### config.mk
export PLATFORM = sky130hd
export DESIGN_NAME = wb_mem_arbiter
export DESIGN_NICKNAME = d
export VERILOG_FILES = /design/src/rtl/wb_arb_pkg.sv /design/src/rtl/wb_arb_timer.sv /design/src/rtl/wb_mem_arbiter.sv
export SDC_FILE = /design/constraint.sdc
export NUM_CORES = 1
export LEC_CHECK = 0
export ABC_AREA = 1
export CAP_MARGIN = 10
export CORE_AREA = 2 2 124 126
export DETAILED_ROUTE_END_ITERATION = 10
export DIE_AREA = 0 0 126 128
export GPL_ROUTABILITY_DRIVEN = 0
export PLACE_DENSITY = 0.63
export SLEW_MARGIN = 40
export SYNTH_ARGS = -nofsm -noshare
export SYNTH_HDL_FRONTEND = slang
export SYNTH_SLANG_ARGS = --single-unit
### constraint.sdc
create_clock -name clk_core -period 2.2 [get_ports clk_core]
set_clock_uncertainty 0.05 [all_clocks]
set_input_delay 0.44 -clock clk_core [delete_from_list [all_inputs] [get_ports clk_core]]
set_output_delay 0.44 -clock clk_core [all_outputs]
set_load 0.005 [all_outputs]
### src/rtl/wb_arb_pkg.sv
// Shared types and constants for the two-master Wishbone memory arbiter.
// Pulled in by wb_mem_arbiter so state names and master indices stay consistent.
package wb_arb_pkg;

    typedef enum logic [1:0] {
        IDLE     = 2'd0,
        GRANT_M0 = 2'd1,
        GRANT_M1 = 2'd2,
        DRAIN    = 2'd3
    } arb_state_t;

    localparam logic M0 = 1'b0;
    localparam logic M1 = 1'b1;

endpackage

### src/rtl/wb_arb_timer.sv
// Saturating watchdog counter for a granted transfer.
// Raises o_terminal once the count reaches TIMEOUT_CYCLES; a zero parameter disables it.
module wb_arb_timer #(
    parameter int TIMEOUT_CYCLES = 255
) (
    input  logic clk_core,
    input  logic rst_core,
    input  logic i_clear,
    input  logic i_enable,
    output logic o_terminal
);

    localparam int CW = (TIMEOUT_CYCLES > 0) ? $clog2(TIMEOUT_CYCLES + 1) : 1;
    localparam logic [CW-1:0] TC = CW'(TIMEOUT_CYCLES);

    logic [CW-1:0] r_count;

    // Holds at the terminal value instead of wrapping, so a stalled slave cannot re-arm it.
    always_ff @(posedge clk_core) begin
        if (rst_core || i_clear) begin
            r_count <= '0;
        end else if (i_enable && (r_count != TC)) begin
            r_count <= r_count + CW'(1);
        end
    end

    assign o_terminal = (TIMEOUT_CYCLES != 0) && (r_count == TC);

endmodule

### src/rtl/wb_mem_arbiter.sv
// Two-master (instruction fetch m0, data m1) arbiter in front of a single Wishbone memory port.
// Registered grant, combinational request/response routing, optional timeout abort.
module wb_mem_arbiter #(
    parameter int TIMEOUT_CYCLES = 255,
    parameter int RR_ENABLE      = 1
) (
    input  logic        clk_core,
    input  logic        rst_core,

    input  logic        m0_cyc_i,
    input  logic        m0_stb_i,
    input  logic        m0_we_i,
    input  logic [3:0]  m0_wstrb_i,
    input  logic [31:0] m0_addr_i,
    input  logic [31:0] m0_data_i,
    output logic [31:0] m0_data_o,
    output logic        m0_ack_o,
    output logic        m0_err_o,

    input  logic        m1_cyc_i,
    input  logic        m1_stb_i,
    input  logic        m1_we_i,
    input  logic [3:0]  m1_wstrb_i,
    input  logic [31:0] m1_addr_i,
    input  logic [31:0] m1_data_i,
    output logic [31:0] m1_data_o,
    output logic        m1_ack_o,
    output logic        m1_err_o,

    output logic        s_cyc_o,
    output logic        s_stb_o,
    output logic        s_we_o,
    output logic [3:0]  s_wstrb_o,
    output logic [31:0] s_addr_o,
    output logic [31:0] s_data_o,
    input  logic [31:0] s_data_i,
    input  logic        s_ack_i
);

    import wb_arb_pkg::*;

    arb_state_t  r_state;
    arb_state_t  w_next_state;
    logic        r_last_grant;

    logic        w_req0;
    logic        w_req1;
    logic        w_pick_m1;
    logic        w_granted;
    logic        w_sel_m1;
    logic        w_sel_cyc;
    logic        w_sel_stb;
    logic        w_sel_we;
    logic [3:0]  w_sel_wstrb;
    logic [31:0] w_sel_addr;
    logic [31:0] w_sel_data;
    logic        w_timeout;
    logic        w_ack;
    logic        w_err;
    logic [31:0] w_rdata;

    assign w_req0 = m0_cyc_i & m0_stb_i;
    assign w_req1 = m1_cyc_i & m1_stb_i;

    // On a tie, round-robin favours whoever did not win last; fixed mode always favours m0.
    always_comb begin
        w_pick_m1 = 1'b0;
        if (w_req0 && w_req1) begin
            w_pick_m1 = (RR_ENABLE != 0) && (r_last_grant == M0);
        end else begin
            w_pick_m1 = w_req1;
        end
    end

    always_ff @(posedge clk_core) begin
        if (rst_core) begin
            r_state      <= IDLE;
            r_last_grant <= M1;
        end else begin
            r_state <= w_next_state;
            if ((r_state == IDLE) && (w_req0 || w_req1)) begin
                r_last_grant <= w_pick_m1;
            end
        end
    end

    assign w_granted   = (r_state == GRANT_M0) || (r_state == GRANT_M1);
    assign w_sel_m1    = (r_state == GRANT_M1);
    assign w_sel_cyc   = w_sel_m1 ? m1_cyc_i   : m0_cyc_i;
    assign w_sel_stb   = w_sel_m1 ? m1_stb_i   : m0_stb_i;
    assign w_sel_we    = w_sel_m1 ? m1_we_i    : m0_we_i;
    assign w_sel_wstrb = w_sel_m1 ? m1_wstrb_i : m0_wstrb_i;
    assign w_sel_addr  = w_sel_m1 ? m1_addr_i  : m0_addr_i;
    assign w_sel_data  = w_sel_m1 ? m1_data_i  : m0_data_i;

    // Any grant ends on ack, abandon (cyc dropped) or timeout, always via one DRAIN cycle.
    always_comb begin
        w_next_state = r_state;
        case (r_state)
            IDLE: begin
                if (w_req0 || w_req1) begin
                    w_next_state = w_pick_m1 ? GRANT_M1 : GRANT_M0;
                end
            end
            GRANT_M0, GRANT_M1: begin
                if (s_ack_i || !w_sel_cyc || w_timeout) begin
                    w_next_state = DRAIN;
                end
            end
            DRAIN:   w_next_state = IDLE;
            default: w_next_state = IDLE;
        endcase
    end

    wb_arb_timer #(
        .TIMEOUT_CYCLES (TIMEOUT_CYCLES)
    ) u_timer (
        .clk_core   (clk_core),
        .rst_core   (rst_core),
        .i_clear    (!w_granted),
        .i_enable   (w_granted && !s_ack_i),
        .o_terminal (w_timeout)
    );

    // Reset gates everything to zero in the same cycle; a real ack beats a coincident timeout.
    always_comb begin
        s_cyc_o   = 1'b0;
        s_stb_o   = 1'b0;
        s_we_o    = 1'b0;
        s_wstrb_o = 4'h0;
        s_addr_o  = 32'h0;
        s_data_o  = 32'h0;
        w_ack     = 1'b0;
        w_err     = 1'b0;
        w_rdata   = 32'h0;
        if (!rst_core && w_granted) begin
            s_we_o    = w_sel_we;
            s_wstrb_o = w_sel_wstrb;
            s_addr_o  = w_sel_addr;
            s_data_o  = w_sel_data;
            if (s_ack_i) begin
                s_cyc_o = w_sel_cyc;
                s_stb_o = w_sel_stb;
                w_ack   = 1'b1;
                w_rdata = s_data_i;
            end else if (w_timeout && w_sel_cyc) begin
                w_ack = 1'b1;
                w_err = 1'b1;
            end else begin
                s_cyc_o = w_sel_cyc;
                s_stb_o = w_sel_stb;
            end
        end
    end

    assign m0_ack_o  = w_ack & !w_sel_m1;
    assign m0_err_o  = w_err & !w_sel_m1;
    assign m0_data_o = w_sel_m1 ? 32'h0 : w_rdata;
    assign m1_ack_o  = w_ack & w_sel_m1;
    assign m1_err_o  = w_err & w_sel_m1;
    assign m1_data_o = w_sel_m1 ? w_rdata : 32'h0;

endmodule
==> flow_metrics.py <==
metrics = {
    "run_status": {
        "violations": "negative setup slack",
        "status": "finished with violations",
    },
    "logic_synthesis": {
        "synth_top_area_share_pct": 27.9,
        "synth-simple-area-share_pct": 49.4,
        "synthXorXnorAreaFrac_pct": 0.770,
        "ys_types": 24,
        "synth_ff_type": "dfxtp_1",
        "synth_top_family_by_area": "simple AND/OR/NAND/NOR gates",
        "synth_compound_area_share_pct": 19.1,
        "yosysSeqAreaShare_pct": 9.68,
        "ys.warnings.count": 0,
        "syn_nets": 640,
        "avgSynthCellArea_sq_um": 4.94,
        "syn_inst": 460,
        "syn_area_sq_mm": 0.00227,
        "synthTopCellsByCount": "169 x nand2_1, 75 x a21oi_1, 68 x nor3_1, 53 x inv_1, 16 x nor2_1",
        "synth_adder_area_share_pct": 1.65,
        "synth_edf_count": 0,
        "synth.ff_latch_count": 11,
        "synth_area_leader_cell": "nand2_1",
        "synthMuxAreaShare_pct": 0.440,
        "synth_most_common_cell": "nand2_1",
        "synth.area.top_cells": "nand2_1 28%, a21oi_1 17%, nor3_1 15%",
        "async_reset_ff_share_pct": 0,
    },
    "global_routing": {
        "grt.total_usage_pct": 17.4,
        "grt_pass1_vias": 3913,
        "grt_pass1_wl_mm": 22.7,
        "grt_antenna_before_repair": 0,
        "grt_max_degree": 36,
        "grt_overflow": 0,
    },
    "floorplan": {
        "ios": 316,
        "die_x_microns": 126,
        "dieArea_sq_mm": 0.0161,
        "die_h_microns": 128,
        "coreArea_sq_mm": 0.0149,
        "initial_utilization_pct": 15.3,
        "placementRows": 45,
    },
    "final_layout": {
        "syn2layout_area_growth_pct": 184,
        "seqCellArea_sq_um": 225,
        "multi_input_area_sq_mm": 0.00222,
        "drive_gt1_share_pct": 41.8,
        "fin_area_sq_mm": 0.00647,
        "layout.nets": 994,
        "fillers": 1539,
        "n_antenna_cell": 0,
    },
    "drt": {
        "highest_layer": "met4",
        "routed_via_density": 4.31,
        "route.met3.wl_microns": 929,
        "met1_length_mm": 7.02,
        "dr.pass1.iters": 4,
        "wl_met2_mm": 8.03,
        "wirelength_mm": 16.1,
        "wire_per_inst_microns": 16.1,
        "route.detailed.drc": 0,
        "vias": 4313,
        "postRouteAntennaNets": 0,
        "drt_iter0_drc": 183,
    },
    "cts": {
        "insertion_delay_ns": 0.24,
        "cts_tree": "built",
        "ctsHtreeMaxLevel": 1,
        "cts_sinks": 11,
        "clock_path_buffers": 2,
        "path_clk_slew_ns": 0.04,
        "clock-root-buffer": "clkbuf_16",
        "cts_buffers": 3,
    },
    "timing": {
        "hold_viol": 0,
        "period_share_pct": 103,
        "slew_headroom_pct": 77.5,
        "final.setup.worst_slack_ns": -0.0687,
        "worst_pin_slew_ns": 0.338,
        "rsz0062_at_grt": "true",
        "finalSetupViolations": 6,
        "timing.fmax_ghz": 0.441,
        "post-route-min-period_ns": 2.27,
        "slew_viol_final": 0,
        "setup_tns_ns": -0.128,
    },
    "power": {
        "peakVddDrop_v": 0.000714,
        "leakage_nw": 3.04,
        "power.density_mw_per_mm2": 829,
        "power_w": 0.00536,
    },
    "critical_path": {
        "slowest_delay_ns": 0.36,
        "r2r_slack_ns": 0.62,
        "path_delay_family": "buffers and inverters",
        "r2r_cells": 11,
        "path_max_fanout": 18,
        "cp.required_ns": 1.71,
        "reg2reg_from": "r_state[0]",
        "crit_chain": "inv_2 > ha_4 > nand2_8 > nor2_4 > inv_4 > buf_12 > nor3_1 > clkdlybuf4s15_2",
        "end_kind": "output port",
        "start_kind": "register",
        "cpMaxStageDelayCell": "dfxtp_4",
        "r2r_end": "r_state[1]",
        "cp.arrival_ns": 1.78,
        "critPathBufInv": 4,
        "worstSetupPathType": "reg2out",
    },
    "hold_path": {
        "min_to": "r_last_grant",
        "hp-start": "r_last_grant",
        "hold_depth": 2,
        "hold_class": "reg2reg",
    },
    "run": {
        "drv_cap": 0,
    },
    "place": {
        "dpl.hpwl_mm": 11.4,
        "io_buffers": 315,
        "dp_slack_ns": -0.538,
        "dpl-instance-area_sq_mm": 0.00587,
    },
}
[report_power, final]
group,leakage [nW],switching [W],internal [W]
Clock,0.0382,0.0000910,0.000243
Combinational,2.92,0.00245,0.00231
Sequential,0.0903,0.0000304,0.000238
Total,3.04,0.00257,0.00279
[state kept, by name, indices dropped and copies added, names as in the netlist]
| signal | flops |
|---|---|
| r_last_grant | 1 |
| u_timer.r_count | 8 |
| r_state | 2 |
[worst register-to-register path: stages, from the launching register on]
cell     delay (ns)
dfxtp_2        0.34
inv_4          0.05
ha_4           0.18
buf_4          0.14
nand2_2        0.08
o21ai_4        0.06
buf_4          0.12
buf_4          0.12
nand3_1        0.13
nand3_1        0.09
nand2_1        0.06
nor2_1         0.04
[cell families after synthesis]
group	Yosys count
simple gates	267
fa+ha+maj	3
flops	11
buf+inv	92
compound gates	84
xor+xnor	2
mux	1
[repair_timing]
action / 4_1_cts / 5_1_grt
setup buffers: 14 / 10
hold endpoints to repair: 0 / 0
pin swaps: 12 / 25
setup endpoints to repair: 139 / 123
hold buffers: 0 / 0
resized for setup: 576 / 138
cloned: 6 / 3
[through the flow]
step                utilization (%)  cells  hold WS, ns
detailed placement             39.5    967        0.396
CTS                            40.9    991        0.417
global placement               39.5    967        0.404
finish                         43.5   1001        0.416
global route                   43.5   1001        0.447
floorplan                         -    460        0.378
[cell usage in the layout, fill, tap and decap left out, types with 2 or more instances in the layout]
cell type	n
buf_2	115
a21oi_1	39
nor2_4	4
clkdlybuf4s15_2	7
nand2_1	146
clkbuf_2	8
nor2_1	13
dfxtp_1	9
buf_16	5
a21oi_4	2
dlymetal6s2s_1	2
inv_1	45
nand2_2	15
nand2_4	9
a21oi_2	37
nor3_4	4
nor3_2	47
buf_8	3
inv_2	6
clkbuf_16	6
ha_4	2
dlygate4sd2_1	3
nor3_1	17
nand3_1	8
clkdlybuf4s15_1	6
clkdlybuf4s50_1	173
o21ai_0	3
buf_6	13
xor2_1	2
buf_12	12
inv_4	2
buf_4	36
[how the worst max path moves through the flow]
stage	end	cells after the start	from
after floorplan	m0_data_o[10]	7	r_state[1]
after global placement	m1_err_o	8	m0_cyc_i
after detailed placement	m1_err_o	8	m0_cyc_i
after CTS	m0_data_o[8]	8	rst_core
after global routing	m1_data_o[13]	8	r_state[1]
final	m1_data_o[13]	8	r_state[1]
[layout make-up]
cell class              count  share of cell area [%]
repair buffers            387                    53.9
well taps                 188                    3.64
inverters                  54                    3.40
multi-input cells         357                    34.4
flip-flops and latches     11                    3.48
clock buffers               4                    1.22
[per-layer routing]
metal | up-vias | GRT usage, %
met2 | 139 | 29.8
met3 | 10 | 3.05
met5 | - | 0
met4 | 0 | 2.33
met1 | 1993 | 23.7
li1 | 2171 | -
Note: power is estimated with default switching activity, not from simulation.
